--- config.mk ---
export PLATFORM = sky130hd
export DESIGN_NAME = mem_port_arbiter
export DESIGN_NICKNAME = d
export VERILOG_FILES = /design/src/rtl/mem_port_arbiter.sv
export SDC_FILE = /design/constraint.sdc
export NUM_CORES = 1
export LEC_CHECK = 0
export BUFFER_PORTS_ARGS = -buffer_cell sky130_fd_sc_hd__buf_4
export CORE_MARGIN = 2
export CORE_UTILIZATION = 30
export DETAILED_ROUTE_END_ITERATION = 12
export PLACE_DENSITY = 0.59
export SETUP_SLACK_MARGIN = 0.15
export SYNTH_ARGS = -nofsm -noshare
export SYNTH_HDL_FRONTEND = slang
export SYNTH_SLANG_ARGS = --single-unit
--- constraint.sdc ---
create_clock -name CLK -period 4.3 [get_ports CLK]
set_input_delay 0.215 -clock CLK [delete_from_list [all_inputs] [get_ports CLK]]
set_output_delay 0.215 -clock CLK [all_outputs]
set_load 0.02 [all_outputs]
--- src/rtl/mem_port_arbiter.sv ---
`default_nettype none
// ============================================================================
// Module  : mem_port_arbiter
// Purpose : Shares a single memory-controller port between NUM_REQ core-side
//           requesters. Round-robin grant, one transaction in flight,
//           registered request issue and response forwarding, watchdog abort
//           when the memory never answers.
// Ports   : CLK, RST (async, active low)
//           r_rw_flag/r_addr/r_wdata/r_wmask  per-requester request (flat)
//           r_rdata/r_done/r_err/r_busy       per-requester response/status
//           m_rw_flag/m_addr/m_wdata/m_wmask  request towards memory port
//           m_rdata/m_busy/m_done             response from memory port
// Rev     : 1.0  initial release
// ============================================================================
module mem_port_arbiter #(
  parameter int NUM_REQ = 2,
  parameter int TIMEOUT = 1023,
  parameter int TO_W    = 10
) (
  input  logic                    CLK,
  input  logic                    RST,
  input  logic [2*NUM_REQ-1:0]    r_rw_flag,
  input  logic [32*NUM_REQ-1:0]   r_addr,
  input  logic [32*NUM_REQ-1:0]   r_wdata,
  input  logic [4*NUM_REQ-1:0]    r_wmask,
  output logic [31:0]             r_rdata,
  output logic [NUM_REQ-1:0]      r_busy,
  output logic [NUM_REQ-1:0]      r_done,
  output logic [NUM_REQ-1:0]      r_err,
  output logic [1:0]              m_rw_flag,
  output logic [31:0]             m_addr,
  output logic [31:0]             m_wdata,
  output logic [3:0]              m_wmask,
  input  logic [31:0]             m_rdata,
  input  logic                    m_busy,
  input  logic                    m_done
);

  // NUM_REQ is limited to 2..4, so a 2-bit index always suffices.
  localparam int IDX_W = (NUM_REQ > 2) ? 2 : 1;

  typedef logic [IDX_W-1:0] idx_t;
  typedef logic [IDX_W:0]   sum_t;
  typedef logic [TO_W-1:0]  cnt_t;

  localparam sum_t       C_NUM_REQ  = sum_t'(NUM_REQ);
  localparam cnt_t       C_TIMEOUT  = cnt_t'(TIMEOUT);
  localparam logic [1:0] C_RW_IDLE  = 2'b00;
  localparam logic [1:0] C_RW_READ  = 2'b01;
  localparam logic [1:0] C_RW_WRITE = 2'b10;

  typedef enum logic [1:0] {
    S_IDLE  = 2'd0,
    S_ISSUE = 2'd1,
    S_WAIT  = 2'd2,
    S_RESP  = 2'd3
  } state_t;

  state_t      state_q, state_d;
  idx_t        rr_q, rr_d;
  idx_t        grant_q, grant_d;
  logic [1:0]  rw_q, rw_d;
  logic [31:0] addr_q, addr_d;
  logic [31:0] wdata_q, wdata_d;
  logic [3:0]  wmask_q, wmask_d;
  cnt_t        cnt_q, cnt_d;
  logic        abort_q, abort_d;
  logic [31:0] rdata_q, rdata_d;
  logic [1:0]  m_rw_q, m_rw_d;
  logic        post_resp_q, post_resp_d;

  logic [1:0]  req_flag  [NUM_REQ];
  logic [31:0] req_addr  [NUM_REQ];
  logic [31:0] req_wdata [NUM_REQ];
  logic [3:0]  req_wmask [NUM_REQ];
  logic [NUM_REQ-1:0] req_vld;

  logic        pick_found;
  idx_t        pick_idx;
  sum_t        scan;
  idx_t        rr_next;
  cnt_t        cnt_inc;
  logic        timeout_hit;

  // --------------------------------------------------------------------------
  // Per-requester unpacking and status outputs
  // --------------------------------------------------------------------------
  generate
    for (genvar i = 0; i < NUM_REQ; i++) begin : g_req
      assign req_flag[i]  = r_rw_flag[2*i +: 2];
      assign req_addr[i]  = r_addr[32*i +: 32];
      assign req_wdata[i] = r_wdata[32*i +: 32];
      assign req_wmask[i] = r_wmask[4*i +: 4];

      // The requester just served still shows its old request in the IDLE
      // cycle after RESP; keep it out so that request is not granted twice.
      assign req_vld[i] = ((req_flag[i] == C_RW_READ) || (req_flag[i] == C_RW_WRITE))
                          && !(post_resp_q && (grant_q == idx_t'(i)));

      assign r_done[i] = (state_q == S_RESP) && !abort_q && (grant_q == idx_t'(i));
      assign r_err[i]  = (state_q == S_RESP) &&  abort_q && (grant_q == idx_t'(i));

      // While a transaction is in flight only the owner is not busy; in IDLE
      // everybody follows the memory port's own busy.
      assign r_busy[i] = (state_q != S_IDLE) ? (grant_q != idx_t'(i)) : m_busy;
    end
  endgenerate

  // --------------------------------------------------------------------------
  // Round-robin pick: first valid requester at or after rr_q, wrapping.
  // --------------------------------------------------------------------------
  always_comb begin
    pick_found = 1'b0;
    pick_idx   = rr_q;
    scan       = '0;
    for (int k = 0; k < NUM_REQ; k++) begin
      scan = sum_t'(rr_q) + sum_t'(k);
      if (scan >= C_NUM_REQ) begin
        scan = scan - C_NUM_REQ;
      end
      if (!pick_found && req_vld[scan[IDX_W-1:0]]) begin
        pick_found = 1'b1;
        pick_idx   = scan[IDX_W-1:0];
      end
    end
  end

  assign rr_next     = (grant_q == idx_t'(NUM_REQ - 1)) ? '0 : grant_q + idx_t'(1);

  // Counter value this WAIT cycle ends with; timeout fires when it reaches
  // TIMEOUT, i.e. after exactly TIMEOUT cycles in WAIT.
  assign cnt_inc     = (cnt_q == C_TIMEOUT) ? cnt_q : cnt_q + cnt_t'(1);
  assign timeout_hit = (TIMEOUT != 0) && (cnt_inc == C_TIMEOUT);

  // --------------------------------------------------------------------------
  // Next-state logic
  // --------------------------------------------------------------------------
  always_comb begin
    state_d     = state_q;
    rr_d        = rr_q;
    grant_d     = grant_q;
    rw_d        = rw_q;
    addr_d      = addr_q;
    wdata_d     = wdata_q;
    wmask_d     = wmask_q;
    cnt_d       = cnt_q;
    abort_d     = abort_q;
    rdata_d     = rdata_q;
    m_rw_d      = m_rw_q;
    post_resp_d = 1'b0;

    case (state_q)
      S_IDLE: begin
        m_rw_d = C_RW_IDLE;
        if (!m_busy && pick_found) begin
          grant_d = pick_idx;
          rw_d    = req_flag[pick_idx];
          addr_d  = req_addr[pick_idx];
          wdata_d = req_wdata[pick_idx];
          wmask_d = req_wmask[pick_idx];
          state_d = S_ISSUE;
        end
      end
      S_ISSUE: begin
        m_rw_d  = rw_q;
        cnt_d   = '0;
        abort_d = 1'b0;
        rdata_d = '0;
        state_d = S_WAIT;
      end
      S_WAIT: begin
        cnt_d = cnt_inc;
        // m_done has priority over a timeout landing in the same cycle.
        if (m_done) begin
          rdata_d = (rw_q == C_RW_READ) ? m_rdata : 32'd0;
          m_rw_d  = C_RW_IDLE;
          state_d = S_RESP;
        end else if (timeout_hit) begin
          abort_d = 1'b1;
          m_rw_d  = C_RW_IDLE;
          state_d = S_RESP;
        end
      end
      S_RESP: begin
        // rdata is only presented during the response cycle.
        rdata_d     = '0;
        rr_d        = rr_next;
        post_resp_d = 1'b1;
        state_d     = S_IDLE;
      end
      default: begin
        state_d = S_IDLE;
      end
    endcase
  end

  // --------------------------------------------------------------------------
  // Registers
  // --------------------------------------------------------------------------
  always_ff @(posedge CLK or negedge RST) begin
    if (!RST) begin
      state_q     <= S_IDLE;
      rr_q        <= '0;
      grant_q     <= '0;
      rw_q        <= C_RW_IDLE;
      addr_q      <= '0;
      wdata_q     <= '0;
      wmask_q     <= '0;
      cnt_q       <= '0;
      abort_q     <= 1'b0;
      rdata_q     <= '0;
      m_rw_q      <= C_RW_IDLE;
      post_resp_q <= 1'b0;
    end else begin
      state_q     <= state_d;
      rr_q        <= rr_d;
      grant_q     <= grant_d;
      rw_q        <= rw_d;
      addr_q      <= addr_d;
      wdata_q     <= wdata_d;
      wmask_q     <= wmask_d;
      cnt_q       <= cnt_d;
      abort_q     <= abort_d;
      rdata_q     <= rdata_d;
      m_rw_q      <= m_rw_d;
      post_resp_q <= post_resp_d;
    end
  end

  assign m_rw_flag = m_rw_q;
  assign m_addr    = addr_q;
  assign m_wdata   = wdata_q;
  assign m_wmask   = wmask_q;
  assign r_rdata   = rdata_q;

endmodule
`default_nettype wire
Word level (Yosys, flattened, before mapping)
Cells that the tools add are included.
{"block": "word_totals", "regBits": 120, "in_bits": 176}
{"block": "op_classes", "eq_ne": 15, "n_addsub": 5, "n_lt_le_gt_ge": 5, "n_mux": 41, "bitwise_logic": 2, "reduce_logical": 30}
{"op": "two-way mux 32 bit", "count": 8}
{"op": "one-hot mux 32 bit (2 select lines)", "count": 1}
{"op": "== test 10 bit, second input constant", "count": 2}
{"op": "one-hot mux 10 bit (2 select lines)", "count": 1}
{"op": "two-way mux 1 bit", "count": 16}
{"op": "two-way mux 2 bit", "count": 8}
{"op": "logical AND 1 bit", "count": 12}
{"op": "two-way mux 4 bit", "count": 3}
{"op": "adder 10 x 1 -> 10 bit, second input constant", "count": 1}
{"op": "two-way mux 10 bit", "count": 1}
{"op": "== test 2 x 1 -> 1 bit, second input constant", "count": 4}
{"op": "== test 2 bit, second input constant", "count": 4}
{"op": "!= test 2 bit, second input constant", "count": 4}
{"op": "one-hot mux 2 bit (4 select lines)", "count": 1}
{"op": "AND reduction 2 bit", "count": 4}
{"op": "one-hot mux 2 bit (3 select lines)", "count": 1}
{"op": "nonzero test 2 bit", "count": 3}
{"op": "logical NOT 1 bit", "count": 5}
{"op": "greater-or-equal comparator 2 bit, second input constant", "count": 2}
{"op": "< comparator 1 x 2 -> 1 bit, second input constant", "count": 2}
{"op": "!= test 3 bit, second input constant", "count": 1}
{"op": "AND reduction 3 bit", "count": 1}
{"op": "nonzero test 3 bit", "count": 1}
{"op": "adder 1 x 1 -> 2 bit, second input constant", "count": 1}
{"op": "other kinds (9)", "count": 11}

Longest topological paths before layout
Gate-level depths: netlist of run 1.
{"block": "depth", "depth_word": 14, "mapped_depth": 8}

Least setup slack after synthesis of run 1
No wires, ideal clock.
{"block": "synth_path", "kind": "reg2reg", "from": "reg cnt_q[0]", "to": "reg m_rw_q[0] (netlist: m_rw_flag[0])", "setup_time_ns": 0.142, "stages_incl_launch_ff": 8, "required_time_ns": 4.158, "setup_slack_ns": 2.368, "synth_period_minus_slack_ns": 1.932, "arrival_time_ns": 1.790, "cell_sequence": "dfrtp_1 -> ha_1 -> buf_2 -> a21bo_2 -> a211oi_1 -> o21ai_0 -> nor4_1 -> o32ai_1"}
{"block": "synth_via", "elab_chain_len": 5, "word_cells_on_any_way": 6}
{"element": "start, declared", "line": "66", "text": "cnt_t cnt_q, cnt_d;"}
{"element": "start signal, assigned", "line": "222", "text": "cnt_q <= cnt_d;"}
{"element": "adder 10 x 1 -> 10 bit / == test 10 bit (equally long branches)", "line": "132", "text": "assign cnt_inc = (cnt_q == C_TIMEOUT) ? cnt_q : cnt_q + cnt_t'(1);"}
{"element": "two-way mux 10 bit *", "line": "132"}
{"element": "== test 10 bit *", "line": "133", "text": "assign timeout_hit = (TIMEOUT != 0) && (cnt_inc == C_TIMEOUT);"}
{"element": "!= test 3 bit (no source line) *"}
{"element": "AND reduction 2 bit (no source line) *"}
{"element": "end signal, assigned", "line": "225", "text": "m_rw_q <= m_rw_d;"}
{"element": "end, declared", "line": "69", "text": "logic [1:0] m_rw_q, m_rw_d;"}
Mark *: on every way between the ends. The rest lies on a longest branch, timed or not.
A chain may end at the register's enable or synchronous reset.

Worst setup path after layout of run 1
{"block": "layout_path", "from": "reg grant_q", "to": "reg addr_q[9] (netlist: m_addr[9])"}
{"block": "layout_via", "elab_chain_len": 14, "word_cells_on_any_way": 23}
{"element": "start, declared", "line": "61", "text": "idx_t grant_q, grant_d;"}
{"element": "start signal, assigned", "line": "217", "text": "grant_q <= grant_d;"}
{"element": "inverter 1 bit", "line": "98", "text": "&& !(post_resp_q && (grant_q == idx_t'(i)));"}
{"element": "logical AND 1 bit", "line": "98"}
{"element": "logical NOT 1 bit", "line": "98"}
{"element": "logical AND 1 bit", "line": "98"}
{"element": "two-way mux 1 bit (not written as such) (2 in a row)", "line": "121", "text": "if (!pick_found && req_vld[scan[IDX_W-1:0]]) begin"}
{"element": "two-way mux 1 bit", "line": "121"}
{"element": "logical NOT 1 bit", "line": "121"}
{"element": "logical AND 1 bit", "line": "121"}
{"element": "two-way mux 1 bit", "line": "121"}
{"element": "inverter 1 -> 2 bit (not written as such)", "line": "158", "text": "addr_d = req_addr[pick_idx];"}
{"element": "two-way mux 32 bit (not written as such) (3 in a row)", "line": "158"}
{"element": "end signal, assigned", "line": "219", "text": "addr_q <= addr_d;"}
{"element": "end, declared", "line": "63", "text": "logic [31:0] addr_q, addr_d;"}
Parallel ways exist; a longest one is shown, timed or not. The select of a mux whose other input is x is not followed.

==> impl_metrics.tcl, run 1 <==
set metrics [dict create \
    status "complete, no violations" \
    yosys.area.top_type_share_pct 53.8 \
    worst_ep_arrival_time_ns 2.87 \
    clk_pin_slew_worst_paths_ns 0.06 \
    drt_wl_total_mm 17.2 \
    dieWidth_um 140 \
    synth_top_area_cell "dfrtp_1" \
    drc 0 \
    core_um2 18100 \
    cts_resized 0 \
    clock_sink_count 120 \
    path_class "register to register" \
    antenna_cells 0 \
    cts_made_buffers 17 \
    num_io_pins 284 \
    grt_pass1_vias 4909 \
    finalHoldViolCount 0 \
    synth_common_cells "120 x dfrtp_1, 79 x a21oi_1, 79 x nor2_1" \
    power.switching_mw 2.31 \
    area_delta_synth_final_pct 55.2 \
    setup_tns_ns 0 \
    dr_total_vias 5056 \
    vdd_ir_drop_max_v 0.000260 \
    gp_congestion 0.820 \
    timing.rr.end "m_addr[9]" \
    vias_per_cell 4.78 \
    reg2reg_from "grant_q" \
    combPwrFrac_pct 45.3 \
    netlist_top_cells_area "dfrtp_1 54%, mux2i_1 13%, a21oi_1 7.1%" \
    endpoint "m_addr[9]" \
    nNetsFinal 998 \
    grt_overflow 0 \
    cts.path.max_buffers 2 \
    r2r_setup_slack_ns 1.69 \
    min_path_type "primary input to register" \
    timing.critical_path.from "grant_q" \
    port_buffers 283 \
    holdCritStartpoint "m_rdata[1]" \
    ctsHtreeMaxLevel 4 \
    drv_cap 0 \
    critPathRequiredTime_ns 4.56 \
    avgSynthCellArea_um2 10.5 \
    antenna_left 0 \
    yosysMostFrequentCell "dfrtp_1" \
    start_util_pct 30.8 \
    power_density_nw_per_um2 690 \
    worstRegToRegCells 6 \
    worstSetupEndpointType "register" \
    p_leak_nw 4.29 \
    p_clk_share_pct 25.2 \
    worst_pin_slew_ns 0.900 \
    synth_edf_count 0 \
    intPower_mw 3.67 \
    drt-pass1-iter-count 4 \
    grt_first_pass_wirelength_mm 26.5 \
    synth-seq-cells 120 \
    async_reset_ff_share_pct 100 \
    drive_gt1_share_pct 39.6 \
    synth_ff_type "dfrtp_1" \
    rsz0062_at_grt "false" \
    fin_crit_sh_pct 60.8 \
    die-area_um2 19700 \
    drt-wirelength-per-cell_um 16.2 \
    rows 49 \
    maxSlewHeadroom_pct 40.0 \
    grt_max_degree 142 \
    dr.first_iter.drc_count 247 \
    crit_path_start_kind "register" \
    synthCells 533 \
    layout_min_cycle_time_ns 2.61 \
    cts_root_buf "clkbuf_16" \
    fmax_mhz 383 \
    fin_util_pct 47.9 \
    synth_cell_types 49 \
    antenna_found_initial 0 \
    switching_share_pct 38.6 \
    syn_nets 715 \
    skew_ns 0.00309 \
    pwr-share-seq_pct 29.5 \
    post-dp-hpwl_mm 12.3 \
    grt_usage_pct 17.1 \
    die_h_um 140 \
    synth-seq-area-share_pct 53.8 \
    cts_tree "built" \
    yosys_warnings 0 \
    path_max_fanout 50 \
    setup-violations-final 0 \
    clock_latency_ns 0.41 \
    synth_area_um2 5580 \
    drv_slew 0 \
]
stage by stage:
stage               hold WS [ns]  setup slack, ns  power, mW  instance area (µm²)  instances
floorplan                -0.0806             2.37       3.40                 5580        533
global placement           0.279             1.77       4.48                 7920       1015
detailed placement         0.273             1.75       4.50                 7920       1015
CTS                     0.000406             1.69       6.05                 8620       1054
global route           0.0000777             1.53       6.37                 8660       1058
finish                    0.0200             1.69       5.97                 8660       1058
power groups by stage:
stage / Sequential, mW / Clock, mW / Combinational [mW]
2_1_floorplan: 2.19 / 0 / 1.21
3_3_place_gp: 1.77 / 0 / 2.71
3_5_place_dp: 1.78 / 0 / 2.72
4_1_cts: 1.77 / 1.55 / 2.74
5_1_grt: 1.81 / 1.62 / 2.94
6_report: 1.76 / 1.51 / 2.71
routing by layer:
metal	up-vias	track usage (%)	share of wire [%]
met2	201	28.7	49
li1	2497	-	-
met5	-	0	0
met3	19	6.02	7.8
met4	0	4.41	1.5
met1	2339	21.1	42
state kept, by name (all words and copies together) (netlist names):
signal and cells:
abort_q 1, cnt_q 10, grant_q 1, m_addr 32, m_rw_flag 2, m_wdata 32, m_wmask 4, post_resp_q 1
r_rdata 32, rr_q 1, rw_q 2, state_q 2
placed cells by master (no fill, tap or decap), drive strengths merged, types with 7 or more instances in the layout:
| cell type | instances |
|---|---|
| buf | 289 |
| dfrtp | 120 |
| nor2 | 79 |
| a21oi | 79 |
| mux2i | 70 |
| a22o | 33 |
| clkbuf | 20 |
| nand2 | 19 |
| o21ai | 13 |
| dlygate4sd3 | 11 |
| inv | 8 |
| nand3 | 7 |
area by class of cell:
class | instances | area, µm²
fillers | 1772 | 9430
repair buffers | 300 | 2290
multi-input cells | 369 | 2410
clock buffers | 20 | 457
flip-flops and latches | 120 | 3000
inverters | 8 | 30.0
well taps | 229 | 287
clock inverters | 12 | 174
worst max-delay path, cell delays in order (launching register included):
cell	delay, ns
dfrtp_1	0.43
and2_1	0.21
nor2_1	0.14
maj3_4	0.78
buf_4	0.48
mux2i_1	0.25
a21oi_1	0.10
repair_timing:
| action | in CTS | in global routing |
|---|---|---|
| endpoints found under the hold margin | 50 | 4 |
| setup buffers | 0 | 0 |
| hold buffers | 7 | 4 |
how the worst min path moves through the flow:
stage / slack (ns) / to / cells past startpoint
3_5_place_dp: 0.27 / m_wdata[16] / 1
4_1_cts: 0.0004 / r_rdata[29] / 2
5_1_grt: 0.00008 / r_rdata[13] / 2
6_report: 0.02 / r_rdata[1] / 2
3_3_place_gp: 0.28 / m_wdata[16] / 1
2_1_floorplan: -0.08 / abort_q / 0
logic make-up after synthesis:
logic type	synth area share, %
adder cells (fa/ha/maj)	1.55
multiplexers	12.8
AO/OA/AOI/OAI	17.8
flip-flops	53.8
XOR/XNOR	0.314
buffers and inverters	3.34
AND/OR/NAND/NOR	10.4
Power figures use the tool's default switching activity.
==> inputs of run 2 (changes only) <==
Settings changed: ABC_AREA from default to 1, PLACE_DENSITY 0.59 to 0.61.
Clock period 4.3 ns to 2.35 ns, I/O delays scaled along.
==> impl_metrics.tcl, run 2 <==
set metrics [dict create \
    fin_crit_sh_pct 83.8 \
    worst_ep_arrival_time_ns 2.30 \
    hold_buffers 170 \
    grt_pass1_vias 6700 \
    min_path_type "primary input to register" \
    syn_nets 876 \
    pre_cts_slack_ns 0.400 \
    vias_per_cell 4.66 \
    synth_cell_types 26 \
    fin_hold_ws_ns 0.0225 \
    clock_sink_count 120 \
    clk_pin_slew_worst_paths_ns 0.06 \
    drt-pass1-iter-count 4 \
    place_area_um2 8020 \
    ctsHtreeMaxLevel 4 \
    r2r_setup_slack_ns 0.38 \
    area_delta_synth_final_pct 81.4 \
    synth_common_cells "138 x o21ai_1, 123 x nand2_1, 120 x dfrtp_1" \
    drive_gt1_share_pct 30.1 \
    grt_max_degree 121 \
    setup_tns_ns 0 \
    status "complete, no violations" \
    skew_ns 0.0108 \
    synth-seq-cells 120 \
    vdd_ir_drop_max_v 0.000547 \
    dieWidth_um 141 \
    yosysMostFrequentCell "o21ai_1" \
    synth_top_area_cell "dfrtp_1" \
    rows 50 \
    start_util_pct 30.4 \
    grt_first_pass_wirelength_mm 32.5 \
    die-area_um2 20000 \
    layout_min_cycle_time_ns 1.97 \
    cts_tree "built" \
    synth_edf_count 0 \
    nNetsFinal 1319 \
    cts_setup_buffers 0 \
    synth_area_um2 5670 \
    port_buffers 283 \
    drt-wirelength-per-cell_um 14.6 \
    fill_cells 1596 \
    async_reset_ff_share_pct 100 \
    dr_total_vias 6450 \
    netlist_top_cells_area "dfrtp_1 53%, o21ai_1 12%, nand2_1 8.1%" \
    core_um2 18600 \
    p_leak_nw 5.10 \
    worstSetupEndpointType "register" \
    synthCells 694 \
    drv_cap 0 \
    maxSlewHeadroom_pct 44.9 \
    drt_wl_total_mm 20.2 \
    num_io_pins 284 \
    post-dp-hpwl_mm 12.0 \
    antenna_cells 0 \
    mostFrequentLayoutCell "buf_4" \
    gp_congestion 0.788 \
    drc 0 \
    path_max_fanout 40 \
    antenna_left 0 \
    synth-seq-area-share_pct 53.0 \
    path_class "register to register" \
    dr.first_iter.drc_count 254 \
    grt_overflow 0 \
    antenna_found_initial 0 \
    final_cell_mix "289 x buf_4, 170 x dlygate4sd3_1, 137 x o21ai_1, 122 x nand2_1, 120 x dfrtp_1" \
    crit_path_start_kind "register" \
    synth_ff_type "dfrtp_1" \
    die_h_um 141 \
    avgSynthCellArea_um2 8.17 \
    drv_slew 0 \
    final.setup.worst_slack_ns 0.380 \
    fin_util_pct 55.1 \
    setup-violations-final 0 \
    fmax_mhz 508 \
    cts_made_buffers 17 \
    yosys.area.top_type_share_pct 53.0 \
    cts_root_buf "clkbuf_16" \
    fin_area_um2 10300 \
    critPathRequiredTime_ns 2.68 \
    rsz0062_at_grt "false" \
    clock_latency_ns 0.41 \
    cts.path.max_buffers 2 \
    power_density_nw_per_um2 1050 \
    cts_resized 0 \
    worst_pin_slew_ns 0.826 \
    grt_usage_pct 20.2 \
    finalHoldViolCount 0 \
    yosys_warnings 0 \
]
==> run 2: area by class of cell <==
type                       count  area [µm²]  area share [%]
sequential                   120        3000            29.2
inverter                      88         330            3.21
tap                          234         293            2.85
clock inverter                14         128            1.24
clock buffer                  17         425            4.14
timing repair buffer         462        3930            38.3
multi-input combinational    448        2170            21.1
==> run 2: logic make-up after synthesis <==
group	Yosys count	share of synthesized area (%)
fa+ha+maj	6	1.32
compound gates	193	18.1
flops	120	53.0
simple gates	247	18.3
xor+xnor	2	0.309
buf+inv	126	8.96
==> run 2: path summary, 6_finish.rpt <==
check / startpoint / end / depth (start not counted)
max: grant_q / m_addr[30] / 9
min: r_addr[60] / m_addr[28] / 3
max reg2reg: grant_q / m_addr[30] / 9
min reg2reg: m_rw_flag[1] / m_rw_flag[1] / 2
max in group asynchronous: RST / m_addr[3] / 3
min in group asynchronous: RST / cnt_q[9] / 3
==> run 2: routing by layer <==
layer,GRT usage (%),up-vias,routed length (µm)
li1,-,3147,-
met1,24.0,2985,8320
met2,34.3,273,9790
met3,5.97,45,1450
met4,8.32,0,592
met5,0,-,0
==> run 2: critical path, stage by stage, from the launching register on <==
cell	delay (ns)
dfrtp_1	0.39
inv_2	0.07
nand2_1	0.06
nand2_1	0.06
o22ai_1	0.17
nand2_2	0.08
inv_2	0.46
buf_12	0.30
o21ai_0	0.13
o21ai_1	0.15
==> run 2: where the power goes <==
group / switching [mW] / internal, mW
Clock: 1.01 / 1.45
Sequential: 0.461 / 2.81
Combinational: 3.08 / 2.00
==> run 2: through the flow <==
step | instances | total power [mW]
3_5_place_dp | 1182 | 8.09
3_3_place_gp | 1182 | 8.05
4_1_cts | 1383 | 10.8
6_report | 1383 | 10.8
2_1_floorplan | 694 | 6.04
5_1_grt | 1383 | 11.5
==> inputs of run 3 (changes only) <==
Settings changed: ABC_AREA 1 to 0, PLACE_DENSITY 0.61 to 0.59.
Clock period 2.35 ns to 2 ns, I/O delays scaled along.
==> impl_metrics.tcl, run 3 (synthesis results as in run 1) <==
set metrics [dict create \
    mostFrequentLayoutCell "buf_4" \
    path_max_fanout 48 \
    clock_sink_count 120 \
    fill_cells 1529 \
    antenna_cells 0 \
    drc 0 \
    drive_gt1_share_pct 40.0 \
    pre_cts_slack_ns 0.00980 \
    dieWidth_um 140 \
    critPathTopFamily "simple AND/OR/NAND/NOR gates" \
    drt-pass1-iter-count 5 \
    path_cells "nor2b_1 > or2_0 > maj3_4 > buf_16 > mux2i_2 > a21oi_1" \
    clock_latency_ns 0.41 \
    layout_min_cycle_time_ns 1.88 \
    fin_crit_sh_pct 93.8 \
    die_h_um 140 \
    nNetsFinal 1146 \
    grt_usage_pct 19.2 \
    stdcell_count 1206 \
    dr_total_vias 5811 \
    p_total_mw 13.7 \
    worst_pin_slew_ns 0.427 \
    setup_tns_ns 0 \
    final.setup.worst_slack_ns 0.123 \
    final_cell_mix "307 x buf_4, 126 x dlygate4sd3_1, 118 x dfrtp_1, 79 x a21oi_1, 78 x nor2_1" \
    num_io_pins 284 \
    worst_ep_arrival_time_ns 2.16 \
    dp_cells 1036 \
    finalHoldViolCount 0 \
    vdd_ir_drop_max_v 0.000624 \
    grt_max_degree 59 \
    status "complete, no violations" \
    min_path_type "primary input to register" \
    gp_congestion 0.829 \
    setup-violations-final 0 \
    cts.path.max_buffers 2 \
    multiInputGateArea_um2 2640 \
    power_density_nw_per_um2 1320 \
    critPathRequiredTime_ns 2.29 \
    die-area_um2 19700 \
    drv_slew 0 \
    post-dp-hpwl_mm 12.8 \
    core_um2 18100 \
    start_util_pct 30.8 \
    grt_pass1_vias 5798 \
    ctsHtreeMaxLevel 4 \
    dr.first_iter.drc_count 207 \
    rsz0062_at_grt "true" \
    max_stage_delay_ns 0.37 \
    cts_tree "built" \
    maxSlewHeadroom_pct 71.5 \
    fin_hold_ws_ns 0.00647 \
    crit_path_start_kind "register" \
    path_class "register to register" \
    port_buffers 283 \
    grt_first_pass_wirelength_mm 29.8 \
    rows 49 \
    cts_made_buffers 17 \
    antenna_found_initial 0 \
    grt_overflow 0 \
    antenna_left 0 \
    cpMaxStageDelayCell "maj3_4" \
    clk_pin_slew_worst_paths_ns 0.06 \
    drv_cap 0 \
    area_delta_synth_final_pct 86.1 \
    skew_ns 0.00678 \
    p_leak_nw 5.03 \
    drt-wirelength-per-cell_um 16.5 \
    worst-path-buf-inv 1 \
    worstSetupEndpointType "register" \
    fmax_mhz 533 \
    cts_root_buf "clkbuf_16" \
    vias_per_cell 4.82 \
    drt_wl_total_mm 19.9 \
    seq_area_um2 3010 \
]
==> run 3: cell types whose count changed in the layout (fill, tap and decap cells not counted), sizes merged, moves of 14 or more <==
cell / change
a21oi: +76
a22o: +33
buf: +28
dlygate4sd3: -44
inv: -81
mux2i: +70
nand2: -108
nand3: -14
nor2: -14
o21ai: -139
o22ai: -34
==> run 3: layout make-up <==
class	count	share of cell area, %
flip-flops and latches	120	28.9
multi-input cells	370	25.4
clock inverters	14	1.92
well taps	229	2.76
repair buffers	447	36.6
inverters	8	0.313
clock buffers	18	4.13
==> run 3: metal layers <==
layer	wire [µm]	GRT usage (%)
met5	0	0
met4	516	8.40
met3	1310	4.92
met2	10100	33.0
met1	8000	22.7
==> run 3: path summary, 6_finish.rpt <==
kind	start	end	slack, ns	depth (start not counted)
worst max-delay path	post_resp_q	m_wdata[18]	0.12	6
worst min-delay path	r_addr[39]	m_addr[7]	0.006	3
worst max register to register	post_resp_q	m_wdata[18]	0.12	6
worst min register to register	r_rdata[9]	r_rdata[9]	0.51	1
max in group asynchronous	RST	cnt_q[2]	1.10	3
min in group asynchronous	RST	m_wdata[31]	0.18	2
==> run 3: tightest hold or removal path, stage by stage <==
cell	delay, ns
buf_4	0.08
mux2i_1	0.05
a21oi_1	0.14
==> run 3: through the flow <==
stage               utilization (%)  instance area (µm²)
floorplan                         -                 5590
global placement               45.0                 8140
detailed placement             45.0                 8140
CTS                            55.9                10100
global route                   57.4                10400
finish                         57.4                10400
==> run 3: what timing repair did <==
action | CTS | global route
endpoints found under the setup margin | 35 | 93
gates resized for setup | 12 | 38
hold buffers | 126 | 0
pin swaps | 3 | 11
cloned | 0 | 4
setup buffers | 2 | 6
endpoints found under the hold margin | 179 | 0
==> run 3: power breakdown <==
| part | internal [mW] | total (mW) | leakage (nW) | switching, mW |
|---|---|---|---|---|
| sequential | 3.29 | 3.79 | 1.46 | 0.493 |
| combinational | 3.01 | 6.70 | 3.28 | 3.68 |
| clock | 2.09 | 3.26 | 0.293 | 1.17 |
| total | 8.40 | 13.7 | 5.03 | 5.34 |
